===== src/rtl/sram_bus_pkg.sv =====
// Shared types and constants for the SRAM arbiter and its round-robin picker.
package sram_bus_pkg;

  localparam int ADDRESS_WIDTH_DEFAULT = 16;
  localparam int DATA_WIDTH_DEFAULT    = 8;

  localparam logic PORT_A = 1'b0;
  localparam logic PORT_B = 1'b1;

  typedef enum logic [1:0] {
    IDLE   = 2'd0,
    ACCESS = 2'd1,
    RESP   = 2'd2
  } arb_state_t;

  // The port that should win a tie, given who was served last.
  function automatic logic other_port(input logic port);
    return (port == PORT_A) ? PORT_B : PORT_A;
  endfunction

endpackage


===== src/rtl/rr_arb2.sv =====
// Two-way round-robin pick: a lone requester wins outright, a tie goes to
// whichever port was not granted last.
module rr_arb2
  import sram_bus_pkg::*;
(
  input  logic a_req,
  input  logic b_req,
  input  logic last_grant,
  output logic grant_valid,
  output logic grant_sel
);

  always_comb begin
    grant_valid = a_req | b_req;
    grant_sel   = PORT_A;
    if (a_req && b_req) begin
      grant_sel = other_port(last_grant);
    end else if (b_req) begin
      grant_sel = PORT_B;
    end
  end

endmodule


===== src/rtl/sram_arbiter.sv =====
// Arbitrates the CPU (A) and debug (B) buses onto one synchronous SRAM port,
// sequencing IDLE -> ACCESS -> RESP so the SRAM's negedge update lands inside ACCESS.
module sram_arbiter
  import sram_bus_pkg::*;
#(
  parameter int ADDRESS_WIDTH = ADDRESS_WIDTH_DEFAULT,
  parameter int DATA_WIDTH    = DATA_WIDTH_DEFAULT
) (
  input  logic                     clk,
  input  logic                     reset,
  input  logic                     a_req,
  input  logic                     a_we,
  input  logic [ADDRESS_WIDTH-1:0] a_addr,
  input  logic [DATA_WIDTH-1:0]    a_wdata,
  output logic                     a_ack,
  output logic [DATA_WIDTH-1:0]    a_rdata,
  input  logic                     b_req,
  input  logic                     b_we,
  input  logic [ADDRESS_WIDTH-1:0] b_addr,
  input  logic [DATA_WIDTH-1:0]    b_wdata,
  output logic                     b_ack,
  output logic [DATA_WIDTH-1:0]    b_rdata,
  output logic [ADDRESS_WIDTH-1:0] mem_addr,
  output logic                     mem_rd_en,
  output logic                     mem_wr_en,
  output logic [DATA_WIDTH-1:0]    mem_wr_data,
  input  logic [DATA_WIDTH-1:0]    mem_rd_data
);

  arb_state_t state;
  logic       last_grant;
  logic       gnt;
  logic       grant_valid;
  logic       grant_sel;

  logic                     sel_we;
  logic [ADDRESS_WIDTH-1:0] sel_addr;
  logic [DATA_WIDTH-1:0]    sel_wdata;

  rr_arb2 u_rr_arb2 (
    .a_req       (a_req),
    .b_req       (b_req),
    .last_grant  (last_grant),
    .grant_valid (grant_valid),
    .grant_sel   (grant_sel)
  );

  always_comb begin
    sel_we    = a_we;
    sel_addr  = a_addr;
    sel_wdata = a_wdata;
    if (grant_sel == PORT_B) begin
      sel_we    = b_we;
      sel_addr  = b_addr;
      sel_wdata = b_wdata;
    end
  end

  // Enables are live for the whole ACCESS cycle only; the read enable doubles
  // as the "this was a read" flag when the access retires.
  always_ff @(posedge clk) begin
    if (reset) begin
      state       <= IDLE;
      last_grant  <= PORT_B;
      gnt         <= PORT_A;
      mem_addr    <= '0;
      mem_wr_data <= '0;
      mem_rd_en   <= 1'b0;
      mem_wr_en   <= 1'b0;
      a_ack       <= 1'b0;
      b_ack       <= 1'b0;
      a_rdata     <= '0;
      b_rdata     <= '0;
    end else begin
      case (state)
        IDLE: begin
          a_ack     <= 1'b0;
          b_ack     <= 1'b0;
          mem_rd_en <= 1'b0;
          mem_wr_en <= 1'b0;
          if (grant_valid) begin
            gnt         <= grant_sel;
            last_grant  <= grant_sel;
            mem_addr    <= sel_addr;
            mem_wr_data <= sel_wdata;
            mem_wr_en   <= sel_we;
            mem_rd_en   <= ~sel_we;
            state       <= ACCESS;
          end
        end
        ACCESS: begin
          mem_rd_en <= 1'b0;
          mem_wr_en <= 1'b0;
          if (gnt == PORT_A) begin
            a_ack <= 1'b1;
            if (mem_rd_en) a_rdata <= mem_rd_data;
          end else begin
            b_ack <= 1'b1;
            if (mem_rd_en) b_rdata <= mem_rd_data;
          end
          state <= RESP;
        end
        RESP: begin
          a_ack <= 1'b0;
          b_ack <= 1'b0;
          state <= IDLE;
        end
        default: begin
          a_ack     <= 1'b0;
          b_ack     <= 1'b0;
          mem_rd_en <= 1'b0;
          mem_wr_en <= 1'b0;
          state     <= IDLE;
        end
      endcase
    end
  end

endmodule


===== config.mk =====
export PLATFORM = sky130hd
export DESIGN_NAME = sram_arbiter
export DESIGN_NICKNAME = d
export VERILOG_FILES = /design/src/rtl/sram_bus_pkg.sv /design/src/rtl/rr_arb2.sv /design/src/rtl/sram_arbiter.sv
export SDC_FILE = /design/constraint.sdc
export NUM_CORES = 1
export LEC_CHECK = 0
export ABC_CLOCK_PERIOD_IN_PS = 1800
export BUFFER_PORTS_ARGS = -buffer_cell sky130_fd_sc_hd__buf_2
export CAP_MARGIN = 40
export CORE_MARGIN = 2
export CORE_UTILIZATION = 45
export CTS_CLUSTER_SIZE = 40
export DETAILED_ROUTE_END_ITERATION = 7
export HOLD_SLACK_MARGIN = 0.06
export PLACE_DENSITY = 0.79
export SLEW_MARGIN = 10
export SYNTH_ARGS = -nofsm -noshare
export SYNTH_HDL_FRONTEND = slang
export SYNTH_HIERARCHICAL = 1
export SYNTH_SLANG_ARGS = --single-unit

===== constraint.sdc =====
create_clock -name clk -period 1.8 [get_ports clk]
set_input_delay 0 -clock clk [delete_from_list [all_inputs] [get_ports clk]]
set_output_delay 0 -clock clk [all_outputs]
set_load 0.1 [all_outputs]

# Word level (Yosys, flattened, before mapping)
# Cells that the tools add are included.
[totals] regBits=48 inputBits=62
[op_classes] reduce_logical=6 bitwise_logic=4 eq_ne=3 muxes=12
[ops] op="16-bit 2-to-1 mux" count=1
[ops] op="8-bit 2-to-1 mux" count=1
[ops] op="1-bit 2-to-1 mux" count=6
[ops] op="3-bit AND reduction" count=2
[ops] op="1-bit one-hot mux with 2 select lines" count=2
[ops] op="2-bit one-hot mux with 2 select lines" count=1
[ops] op="1-bit NOT" count=3
[ops] op="2-bit by 1-bit equality test with 1-bit output (second input constant)" count=1
[ops] op="2-bit equality test (second input constant)" count=1
[ops] op="2-bit logical NOT" count=1
[ops] op="2-bit 2-to-1 mux" count=1
[ops] op="2-bit != test (second input constant)" count=1
[ops] op="2-bit AND reduction" count=1
[ops] op="2-bit OR reduction" count=1
[ops] op="1-bit logical AND" count=1
[ops] op="1-bit OR" count=1

# Logic depth before layout (Yosys ltp)
[depth] depth_word=6 depth_mapped=5 depth_no_buf=4

# By module
# Netlist, hierarchy kept.
[by_module_without_submodules] mod="sram_arbiter" area_per_inst_um2=2070.7 cells_each=196 instances=1
[by_module_without_submodules] mod="rr_arb2" area_per_inst_um2=13.8 cells_each=2 instances=1

# Least setup slack after synthesis
# OpenSTA, ideal clock, no wires.
[synth_path] path_kind="register to register" start="reg mem_rd_en" end="reg a_rdata[0]" stages_incl_launch_ff=4 path_buffers=1 path_slack_ns=0.033 arrival_ns=1.696 setup_time_ns=0.072 synth_period_minus_slack_ns=1.767 required_time_ns=1.728 cell_sequence="dfxtp_1 and4bb_2 buf_2 mux2i_1"
[synth_via] elab_chain_cells=1
[synth_lines] element="start, declared" line="sram_arbiter.sv:24" source="output logic mem_rd_en,"
[synth_lines] element="start signal, assigned" line="sram_arbiter.sv:87" source="mem_rd_en <= ~sel_we;"
[synth_lines] element="3-bit AND reduction (no source line)"
[synth_lines] element="end signal, assigned" line="sram_arbiter.sv:96" source="if (mem_rd_en) a_rdata <= mem_rd_data;"
[synth_lines] element="end, declared" line="sram_arbiter.sv:16" source="output logic [DATA_WIDTH-1:0] a_rdata,"
# No other way between the ends.
# A chain may end at the register's enable or synchronous reset.

# Final worst setup path
[layout_path] start="reg last_grant" end="reg mem_addr[0]"
[layout_via] elab_chain_cells=3
[layout_lines] element="start, declared" line="sram_arbiter.sv:31" source="logic last_grant;"
[layout_lines] element="start signal, assigned" line="sram_arbiter.sv:83" source="last_grant <= grant_sel;"
[layout_lines] element="1-bit 2-to-1 mux" line="sram_bus_pkg.sv:18" source="return (port == PORT_A) ? PORT_B : PORT_A;"
[layout_lines] element="1-bit 2-to-1 mux" line="rr_arb2.sv:16" source="if (a_req && b_req) begin"
[layout_lines] element="via grant_sel" line="sram_arbiter.sv:34" source="logic grant_sel;"
[layout_lines] element="16-bit 2-to-1 mux" line="sram_arbiter.sv:52" source="if (grant_sel == PORT_B) begin"
[layout_lines] element="end signal, assigned" line="sram_arbiter.sv:84" source="mem_addr <= sel_addr;"
[layout_lines] element="end, declared" line="sram_arbiter.sv:23" source="output logic [ADDRESS_WIDTH-1:0] mem_addr,"
# The timed path passes the listed nets, and every way through them passes these cells.

==> impl_metrics.tcl <==
set metrics [dict create \
    cts_made_buffers 5 \
    max-vdd-ir-drop_mv 0.608 \
    drc 0 \
    synth_compound_area_frac 0.122 \
    clkSinkCount 48 \
    netSwitchingFraction 0.376 \
    clk_pin_slew_ns 0.09 \
    tritoncts "done" \
    diodes 0 \
    hold_end "mem_wr_en$_SDFFE_PP0P_" \
    hold_start "b_we" \
    power.total_uw 2870 \
    final_nets 430 \
    finalNonFillerCells 421 \
    synthToLayoutAreaGrowth_pct 65.5 \
    pwr-share-comb 0.360 \
    seqPwrFrac 0.411 \
    cp_top_family "buffers and inverters" \
    die_w_microns 72.1 \
    grt_use_total 0.243 \
    numPortBuffers 105 \
    min_period_ns 1.75 \
    fin_area_sq_um 3450 \
    p_sw_uw 1080 \
    grt_pass1_wl_microns 9800 \
    reg2reg_from "last_grant$_SDFFE_PP1P_" \
    syn_avg_cell_area_sq_um 10.5 \
    use_met1 0.259 \
    p_clk_frac 0.229 \
    p_leak_uw 0.00164 \
    fin_worst_skew_ns 0.00775 \
    min_path_type "in2reg" \
    drv_cap 0 \
    critPathKind "reg2reg" \
    drive_gt1_frac 0.363 \
    dr.pass1.iters 4 \
    yosys.cell_types.count 23 \
    grt_start_max_net_pins 40 \
    core_sq_um 4410 \
    viasPerCell 5.09 \
    synthCells 198 \
    holdWs_ns 0.0471 \
    wire_per_inst_microns 15.7 \
    ys_warn_count 6 \
    ff2ff_setup_slack_ns 0.05 \
    path_max_fanout 14 \
    slew_viol_final 0 \
    worstReg2RegEnd "mem_addr[0]$_SDFFE_PP0P_" \
    overflow 0 \
    syn_nets 260 \
    grt_antenna_before_repair 0 \
    ys_ff_latch 48 \
    synthAdderAreaFrac 0 \
    critPathSlowestCell "dlygate4sd3_1" \
    io_pins 106 \
    seq_area_sq_um 962 \
    busiest_layer "met2" \
    multi_input_area_sq_um 958 \
    critPathRequiredTime_ns 1.98 \
    cp.arrival_ns 1.93 \
    synthSimpleGateAreaFrac 0.116 \
    wl_microns 6630 \
    gr-usage-met2 0.446 \
    die-area_sq_um 5190 \
    grt_use_met3 0.0486 \
    r2r_cells 5 \
    drtIter0Drc 87 \
    hold_violations 0 \
    clock_latency_ns 0.29 \
    crit_buf_inv 2 \
    final-setup-viol-count 0 \
    layout_commonest_cell "buf_2" \
    utilization 0.781 \
    start_kind "flop" \
    cts_buffer_depth 2 \
    cp_slowest_stage_delay_ns 0.57 \
    die_y_microns 72.1 \
    power.internal_uw 1790 \
    grt_pass1_vias 2166 \
    period_share 0.974 \
    crit_path_cell_trace "a21boi_4 -> buf_12 -> mux2i_1 -> dlygate4sd3_1 -> o32ai_1" \
    cts-root-buf "clkbuf_8" \
    synth_top_family_by_area "multiplexers" \
    synth-xor-area-share 0 \
    vias 2142 \
    cp-startpoint "last_grant$_SDFFE_PP1P_" \
    fillers 271 \
    tightest_slew_ns 0.603 \
    start_util 0.472 \
    final_cell_mix "buf_2, dlygate4sd3_1, dfxtp_1" \
    relSlewSlack 0.596 \
    fmax_mhz 570 \
    worstHoldPathCells 3 \
    drtAntennaViolNets 0 \
    pwr_density_cell_nw_per_um2 831 \
    placementRows 24 \
    seq_area_frac_synth 0.461 \
    cts-htree-levels 2 \
    status "finished, final reports clean" \
    detailedPlacementHpwl_microns 3310 \
    dpl.cell_count 345 \
    gp_congestion 0.689 \
    dpl_cell_area_sq_um 2650 \
    synthMuxAreaShare 0.206 \
    syn-cell-area_sq_um 2080 \
    cp-end-kind "flop" \
]
==> worst max path at each step <==
stage                             endpoint  slack (ns)  cells past startpoint
3_3_place_gp       b_rdata[6]$_SDFFE_PP0P_        0.46                      2
5_1_grt        mem_wr_data[4]$_SDFFE_PP0P_       -0.01                      5
6_report          mem_addr[0]$_SDFFE_PP0P_        0.05                      5
4_1_cts           mem_addr[0]$_SDFFE_PP0P_        0.04                      5
3_5_place_dp       b_rdata[5]$_SDFFE_PP0P_        0.41                      2
2_1_floorplan      a_rdata[0]$_SDFFE_PP0P_        0.03                      3
==> cell usage after synthesis, drive strengths merged <==
master	number	area, sq um
or4b	1	10.0
a32o	1	10.0
buf	9	71.3
o32ai	24	218
nand4b	1	8.76
mux2i	43	430
a21boi	2	15.0
clkbuf	7	26.3
nor2	3	11.3
inv	26	97.6
nor3b	2	20.0
o21ai	1	5.00
nand2b	26	163
or2	1	6.26
or4bb	1	11.3
and4bb	1	12.5
dfxtp	48	961
o21a	1	7.51
==> logic make-up (layout without fill, tap and decap cells) <==
kind of cell,Yosys count,in the layout
and+or+nand+nor,36,36
DFF,48,48
AOI/OAI and AO/OA,29,29
muxes,43,43
buffers and inverters,42,213
==> worst reg2reg max path: cells and delay by family, from the launching register on <==
| family | cells | cell delay, ns |
|---|---|---|
| mux | 1 | 0.21 |
| compound gates | 2 | 0.31 |
| flops | 1 | 0.35 |
| buf+inv | 2 | 0.76 |
==> cell type report <==
class	count	share of cell area
multi-input cells	108	0.278
flip-flops and latches	48	0.279
clock buffers	8	0.0261
well taps	52	0.0189
repair buffers	179	0.370
inverters	26	0.0283
==> sequential cells by signal, summed over array words and instances (netlist names) <==
| name | count |
|---|---|
| b_ack | 1 |
| last_grant | 1 |
| mem_rd_en | 1 |
| mem_wr_en | 1 |
| mem_addr | 16 |
| state | 2 |
| a_ack | 1 |
| gnt | 1 |
| a_rdata | 8 |
| mem_wr_data | 8 |
| b_rdata | 8 |
==> routing by layer <==
layer / wire length, microns / up-vias / share of wire
li1: - / 1028 / -
met5: 0 / - / 0
met4: 252 / 0 / 0.038
met1: 2510 / 1004 / 0.38
met3: 286 / 22 / 0.043
met2: 3580 / 88 / 0.54
==> timing repair <==
action / 4_1_cts / 5_1_grt
hold buffers: 58 / 0
endpoints found under the setup margin: 0 / 3
endpoints found under the hold margin: 41 / 0
gates resized for setup: 0 / 9
setup buffers: 0 / 10
==> stage by stage <==
step / TNS, ns / setup slack, ns
finish: 0 / 0.0467
global route: -0.0182 / -0.0139
CTS: 0 / 0.0378
detailed placement: 0 / 0.413
global placement: 0 / 0.461
floorplan: 0 / 0.0327
==> power groups by stage <==
stage	Combinational (uW)	Sequential [uW]	Clock (uW)
2_1_floorplan	225	1650	0
3_3_place_gp	841	1190	0
3_5_place_dp	849	1200	0
4_1_cts	958	1170	663
5_1_grt	1070	1190	696
6_report	1030	1180	655
No activity file was read; power rests on OpenSTA's default activity.
